`config.mk`:
```
export PLATFORM = sky130hd
export DESIGN_NAME = pipe_exec_controller
export DESIGN_NICKNAME = d
export VERILOG_FILES = /design/src/rtl/pipe_exec_controller.sv
export SDC_FILE = /design/constraint.sdc
export NUM_CORES = 1
export LEC_CHECK = 0
export ABC_AREA = 0
export ABC_CLOCK_PERIOD_IN_PS = 2700
export CAP_MARGIN = 25
export CORE_UTILIZATION = 50
export CTS_BUF_LIST = sky130_fd_sc_hd__clkbuf_16
export CTS_CLUSTER_DIAMETER = 100
export CTS_CLUSTER_SIZE = 24
export DETAILED_ROUTE_END_ITERATION = 12
export PLACE_DENSITY_LB_ADDON = 0.15
export SETUP_SLACK_MARGIN = 0.3
export SLEW_MARGIN = 20
export SYNTH_ARGS = -nofsm -noshare
export SYNTH_HDL_FRONTEND = slang
export SYNTH_SLANG_ARGS = --single-unit
```
`constraint.sdc`:
```
create_clock -name CLK -period 2.7 [get_ports CLK]
set_input_delay 0.405 -clock CLK [delete_from_list [all_inputs] [get_ports CLK]]
set_output_delay 0.405 -clock CLK [all_outputs]
set_load 0.1 [all_outputs]
```
`src/rtl/pipe_exec_controller.sv`:
```
// pipe_exec_controller
// Sequences the 5-stage pipeline under debug-unit command (RUN, STEP, ABORT),
// drains the pipeline after a HALT leaves ID, then parks it. Merges the
// load-use stall request into the PC / IF-ID / ID-bubble controls and counts
// enabled clock cycles.
//
// Ports:
//   CLK, RESET        clock (rising edge), asynchronous active-high reset
//   I_CMD_VALID/I_CMD debug command strobe and opcode (NOP/RUN/STEP/ABORT)
//   O_CMD_READY       RUN/STEP accepted this cycle (IDLE only)
//   I_HZ_STALL        load-use stall request from hazard detection
//   I_HALT_ID         HALT instruction sits in ID
//   O_PIPE_EN         global pipeline/regfile/memory write enable
//   O_PC_WRITE        PC update enable
//   O_IFID_WRITE      IF/ID register write enable
//   O_ID_BUBBLE       zero the control signals entering ID/EX
//   O_DONE            registered one-cycle pulse: STEP or drain finished
//   O_HALTED          registered level: program halted, pipeline parked
//   O_CYCLE_CNT       saturating count of cycles with O_PIPE_EN=1
//
// Optional build macro PIPE_BREAKPOINT_EN adds I_BP_VALID, I_BP_ADDR, I_PC and
// O_BP_HIT: RUN returns to IDLE after executing the cycle whose PC matches.
module pipe_exec_controller #(
  parameter int unsigned DRAIN_CYCLES = 4,
  parameter int unsigned CNT_W        = 32
) (
  input  logic             CLK,
  input  logic             RESET,
  input  logic             I_CMD_VALID,
  input  logic [1:0]       I_CMD,
  output logic             O_CMD_READY,
  input  logic             I_HZ_STALL,
  input  logic             I_HALT_ID,
  output logic             O_PIPE_EN,
  output logic             O_PC_WRITE,
  output logic             O_IFID_WRITE,
  output logic             O_ID_BUBBLE,
  output logic             O_DONE,
  output logic             O_HALTED,
  output logic [CNT_W-1:0] O_CYCLE_CNT
`ifdef PIPE_BREAKPOINT_EN
  ,
  input  logic             I_BP_VALID,
  input  logic [31:0]      I_BP_ADDR,
  input  logic [31:0]      I_PC,
  output logic             O_BP_HIT
`endif
);

  localparam int unsigned DRN_W = $clog2(DRAIN_CYCLES + 1);

  localparam logic [1:0] CMD_RUN   = 2'b01;
  localparam logic [1:0] CMD_STEP  = 2'b10;
  localparam logic [1:0] CMD_ABORT = 2'b11;

  typedef enum logic [2:0] {
    ST_IDLE,
    ST_RUN,
    ST_STEP,
    ST_DRAIN,
    ST_HALTED
  } state_e;

  state_e             state_q, state_d;
  logic [DRN_W-1:0]   drain_q, drain_d;
  logic [CNT_W-1:0]   cycle_cnt_q, cycle_cnt_d;
  logic               done_q, done_d;
  logic               halted_q, halted_d;
  logic               bp_hit_q, bp_hit_d;

  logic               abort_c;
  logic               run_cmd_c;
  logic               step_cmd_c;
  logic               bp_match_c;
  logic               pipe_en_c;
  logic               pc_write_c;
  logic               ifid_write_c;
  logic               id_bubble_c;
  logic               cmd_ready_c;

  assign abort_c    = I_CMD_VALID && (I_CMD == CMD_ABORT);
  assign run_cmd_c  = I_CMD_VALID && (I_CMD == CMD_RUN);
  assign step_cmd_c = I_CMD_VALID && (I_CMD == CMD_STEP);

`ifdef PIPE_BREAKPOINT_EN
  assign bp_match_c = I_BP_VALID && (I_PC == I_BP_ADDR);
`else
  assign bp_match_c = 1'b0;
`endif

  // State register and registered status outputs
  always_ff @(posedge CLK or posedge RESET) begin
    if (RESET) begin
      state_q     <= ST_IDLE;
      drain_q     <= '0;
      cycle_cnt_q <= '0;
      done_q      <= 1'b0;
      halted_q    <= 1'b0;
      bp_hit_q    <= 1'b0;
    end else begin
      state_q     <= state_d;
      drain_q     <= drain_d;
      cycle_cnt_q <= cycle_cnt_d;
      done_q      <= done_d;
      halted_q    <= halted_d;
      bp_hit_q    <= bp_hit_d;
    end
  end

  // Next-state and pipeline control decode
  always_comb begin
    state_d      = state_q;
    drain_d      = drain_q;
    cycle_cnt_d  = cycle_cnt_q;
    done_d       = 1'b0;
    halted_d     = halted_q;
    bp_hit_d     = 1'b0;
    pipe_en_c    = 1'b0;
    pc_write_c   = 1'b0;
    ifid_write_c = 1'b0;
    id_bubble_c  = 1'b0;
    cmd_ready_c  = 1'b0;

    case (state_q)
      ST_IDLE: begin
        cmd_ready_c = 1'b1;
        if (run_cmd_c) begin
          state_d = ST_RUN;
        end else if (step_cmd_c) begin
          state_d = ST_STEP;
        end
      end

      ST_RUN, ST_STEP: begin
        pipe_en_c = 1'b1;
        if (I_HZ_STALL) begin
          // Stall wins over HALT; HALT is re-evaluated once the stall clears
          id_bubble_c = 1'b1;
          if (state_q == ST_STEP) begin
            state_d = ST_IDLE;
            done_d  = 1'b1;
          end
        end else if (I_HALT_ID) begin
          // HALT advances into EX; the pipeline then drains behind it
          state_d = ST_DRAIN;
          drain_d = DRN_W'(DRAIN_CYCLES);
        end else begin
          pc_write_c   = 1'b1;
          ifid_write_c = 1'b1;
          if (state_q == ST_STEP) begin
            state_d = ST_IDLE;
            done_d  = 1'b1;
          end else if (bp_match_c) begin
            state_d  = ST_IDLE;
            done_d   = 1'b1;
            bp_hit_d = 1'b1;
          end
        end
      end

      ST_DRAIN: begin
        pipe_en_c   = 1'b1;
        id_bubble_c = 1'b1;
        drain_d     = drain_q - DRN_W'(1);
        if (drain_q <= DRN_W'(1)) begin
          state_d  = ST_HALTED;
          done_d   = 1'b1;
          halted_d = 1'b1;
        end
      end

      ST_HALTED: begin
        state_d = ST_HALTED;
      end

      default: begin
        state_d = ST_IDLE;
      end
    endcase

    // Saturating executed-cycle counter
    if (pipe_en_c && (cycle_cnt_q != {CNT_W{1'b1}})) begin
      cycle_cnt_d = cycle_cnt_q + CNT_W'(1);
    end

    // ABORT overrides everything and freezes the pipeline this very cycle
    if (abort_c) begin
      state_d      = ST_IDLE;
      drain_d      = '0;
      cycle_cnt_d  = '0;
      done_d       = 1'b0;
      halted_d     = 1'b0;
      bp_hit_d     = 1'b0;
      pipe_en_c    = 1'b0;
      pc_write_c   = 1'b0;
      ifid_write_c = 1'b0;
      id_bubble_c  = 1'b0;
    end
  end

  assign O_CMD_READY  = cmd_ready_c;
  assign O_PIPE_EN    = pipe_en_c;
  assign O_PC_WRITE   = pc_write_c;
  assign O_IFID_WRITE = ifid_write_c;
  assign O_ID_BUBBLE  = id_bubble_c;
  assign O_DONE       = done_q;
  assign O_HALTED     = halted_q;
  assign O_CYCLE_CNT  = cycle_cnt_q;

`ifdef PIPE_BREAKPOINT_EN
  assign O_BP_HIT = bp_hit_q;
`else
  logic unused_bp_hit;
  assign unused_bp_hit = bp_hit_q;
`endif

endmodule
```
==> impl_metrics.json <==
{
  "outcome": "complete, no violations",
  "path_max_fanout": 6,
  "cp-end-kind": "register",
  "vdd_ir_drop_max_v": 0.000866,
  "highest_layer": "met4",
  "num-nets-final": 319,
  "synthesis.area_mm2": 0.00226,
  "crit_type": "register to register",
  "syn_avg_cell_area_um2": 8.68,
  "reg2reg_depth": 5,
  "crit_start": "O_CYCLE_CNT[10]$_DFFE_PP0P_",
  "rsz0062_at_grt": "no",
  "vias": 2181,
  "clk_path_buf_depth": 2,
  "max_cap_violations": 0,
  "worstSetupStartpointType": "register",
  "rows": 24,
  "routedWlPerCell_um": 15.0,
  "reg2reg_to": "O_CYCLE_CNT[27]$_DFFE_PP0P_",
  "regToRegStartpoint": "O_CYCLE_CNT[10]$_DFFE_PP0P_",
  "cts_sinks": 40,
  "layout-drive-gt1-share": 0.294,
  "core-area_mm2": 0.00435,
  "fin_worst_skew_ps": 6.70,
  "antenna_found_initial": 0,
  "hold_path_depth": 1,
  "grtUsageTotal": 0.241,
  "numCtsBuffers": 5,
  "period_minus_slack_ps": 2230,
  "antenna_cells": 0,
  "yosysUniqueCellTypes": 38,
  "fp.dieH_um": 69.2,
  "max-slew-margin-rel": 0.526,
  "maxSlewViolCount": 0,
  "dp_hpwl_um": 3900,
  "multi_input_area_mm2": 0.00122,
  "hold_viol": 0,
  "viasPerCell": 6.02,
  "finalCritPeriodShare": 0.825,
  "synth_cells": 260,
  "drc": 0,
  "clk_pin_slew_ps": 60,
  "cts_tree": "done",
  "areaGrowthSynthToFinish_pct": 31.3,
  "postCtsSetupBuffers": 0,
  "met1Wirelength_um": 2370,
  "start_util": 0.518,
  "antenna_left": 0,
  "grt_pass1_vias": 2027,
  "holdCritStartpoint": "drain_q[2]$_DFFE_PP0P_",
  "leakagePower_nw": 1.19,
  "synth_nets": 270,
  "worstHoldPathType": "register to register",
  "grt_overflow": 0,
  "crit_arrival_ps": 2440,
  "fin_tns_setup_ps": 0,
  "routed_wl_um": 5430,
  "ys_seq_area_frac": 0.444,
  "clk_latency_ps": 280,
  "synth_seq_cells": 40,
  "fmaxAchievable_mhz": 449,
  "worstMarginPinSlew_ps": 704,
  "ios": 46,
  "port_buffers": 45,
  "drt-initial-drc-count": 198,
  "holdWs_ps": 521,
  "finalWeightedCongestion": 0.785,
  "fill_cells": 363,
  "grt_pass1_wl_um": 9300,
  "p_total_mw": 2.54,
  "clk_root_buffer_cell": "clkbuf_16",
  "die_w_um": 69.2,
  "ff_latch_area_mm2": 0.00105,
  "p_per_area_mw_per_mm2": 857,
  "reg2reg_slack_ps": 470,
  "met3_length_um": 330,
  "dieArea_mm2": 0.00478,
  "setup_viol": 0,
  "cp.required_ps": 2910,
  "drtPass1Iterations": 4,
  "yosys_warnings": 0,
  "hold_end": "drain_q[2]$_DFFE_PP0P_",
  "cts_max_level": 2,
  "postCtsResizedCells": 0,
  "wl_met2_um": 2680,
  "grt_start_max_net_pins": 41,
  "hold_buffers": 0
}
[logic make-up after synthesis]
family                   Yosys count  share of synthesized area
multiplexers                       1                    0.00444
AND/OR/NAND/NOR                  117                      0.292
AO/OA/AOI/OAI                     79                      0.201
buffers and inverters             17                     0.0300
XOR/XNOR                           3                     0.0116
adder cells (fa/ha/maj)            3                     0.0166
flip-flops                        40                      0.444
[per-stage QoR]
stage / util / worst slack (ps) / cell area [um2] / std cells
5_1_grt: 0.680 / 311 / 2960 / 362
6_report: 0.680 / 473 / 2960 / 362
2_1_floorplan: - / 47.1 / 2340 / 260
3_3_place_gp: 0.649 / 546 / 2820 / 354
3_5_place_dp: 0.649 / 486 / 2820 / 354
4_1_cts: 0.680 / 465 / 2960 / 362
[state kept, by name (all words and copies together), names as in the netlist]
register,count
O_CYCLE_CNT,32
drain_q,3
state_q,3
O_DONE,1
O_HALTED,1
[report_power, final]
group	leakage, nW	switching [mW]	internal, mW	total (mW)
Clock	0.0762	0.229	0.334	0.563
Sequential	0.504	0.0992	0.678	0.778
Combinational	0.614	0.856	0.341	1.20
[cells in the final DEF (no fill, tap or decap), types with 6 or more instances in the layout]
cell / count
dfrtp_4: 9
nand4_1: 8
nor2_1: 19
dfrtp_2: 15
and3_1: 6
or4_1: 9
nand2_1: 18
dfrtp_1: 16
or3_1: 19
clkdlybuf4s50_1: 6
nand3_1: 17
o21ai_0: 28
buf_4: 43
inv_1: 8
a21oi_1: 30
[area by class of cell]
| class | count | share of cell area |
|---|---|---|
| Timing Repair Buffer | 53 | 0.156 |
| Clock buffer | 5 | 0.0422 |
| Inverter | 6 | 0.00760 |
| Tap cell | 52 | 0.0220 |
| Multi-Input combinational cell | 203 | 0.412 |
| Sequential cell | 40 | 0.356 |
| Clock inverter | 3 | 0.00422 |
[synth_stat cells, drive strengths merged]
master	n	area (um2)
or4	10	78.8
a21oi	30	150
and2	1	6.26
and3	6	37.5
clkbuf	10	37.5
a31oi	2	12.5
nor3	3	15.0
and4	2	17.5
nor3b	1	7.51
ha	3	37.5
buf	1	7.51
nand4	9	62.6
inv	6	22.5
o21bai	2	15.0
nand3	17	85.1
xnor2	2	17.5
nor2	20	75.1
nor4	4	43.8
xor2	1	8.76
o211ai	2	15.0
o31ai	4	30.0
o32a	1	10.0
a41oi	2	17.5
or3	19	119
or2	3	18.8
o21a	2	15.0
dfrtp	40	1000
nand2b	3	18.8
mux2i	1	10.0
a211oi	3	22.5
a2111oi	1	8.76
o21ai	28	140
nand2	18	67.6
nor2b	1	6.26
a31o	2	17.5
[worst max-delay path: stages (launching register included)]
cell,delay [ps]
dfrtp_4,440
nand3_1,190
or4_4,560
or4_1,490
or3_1,320
a21oi_1,150
[layer usage]
layer | global-route usage | vias to the layer above
met5 | 0 | -
met4 | 0.0635 | 0
met3 | 0.0567 | 6
met2 | 0.405 | 57
met1 | 0.312 | 1050
li1 | - | 1068
[worst max-delay path by stage]
stage,endpoint,slack [ps],cells after the start
final,O_CYCLE_CNT[27]$_DFFE_PP0P_,470,5
after global routing,O_CYCLE_CNT[22]$_DFFE_PP0P_,310,6
after CTS,O_CYCLE_CNT[27]$_DFFE_PP0P_,460,5
after detailed placement,O_CYCLE_CNT[27]$_DFFE_PP0P_,490,5
after global placement,O_CYCLE_CNT[27]$_DFFE_PP0P_,550,5
after floorplan,O_PC_WRITE,50,5
Power figures use the tool's default switching activity.
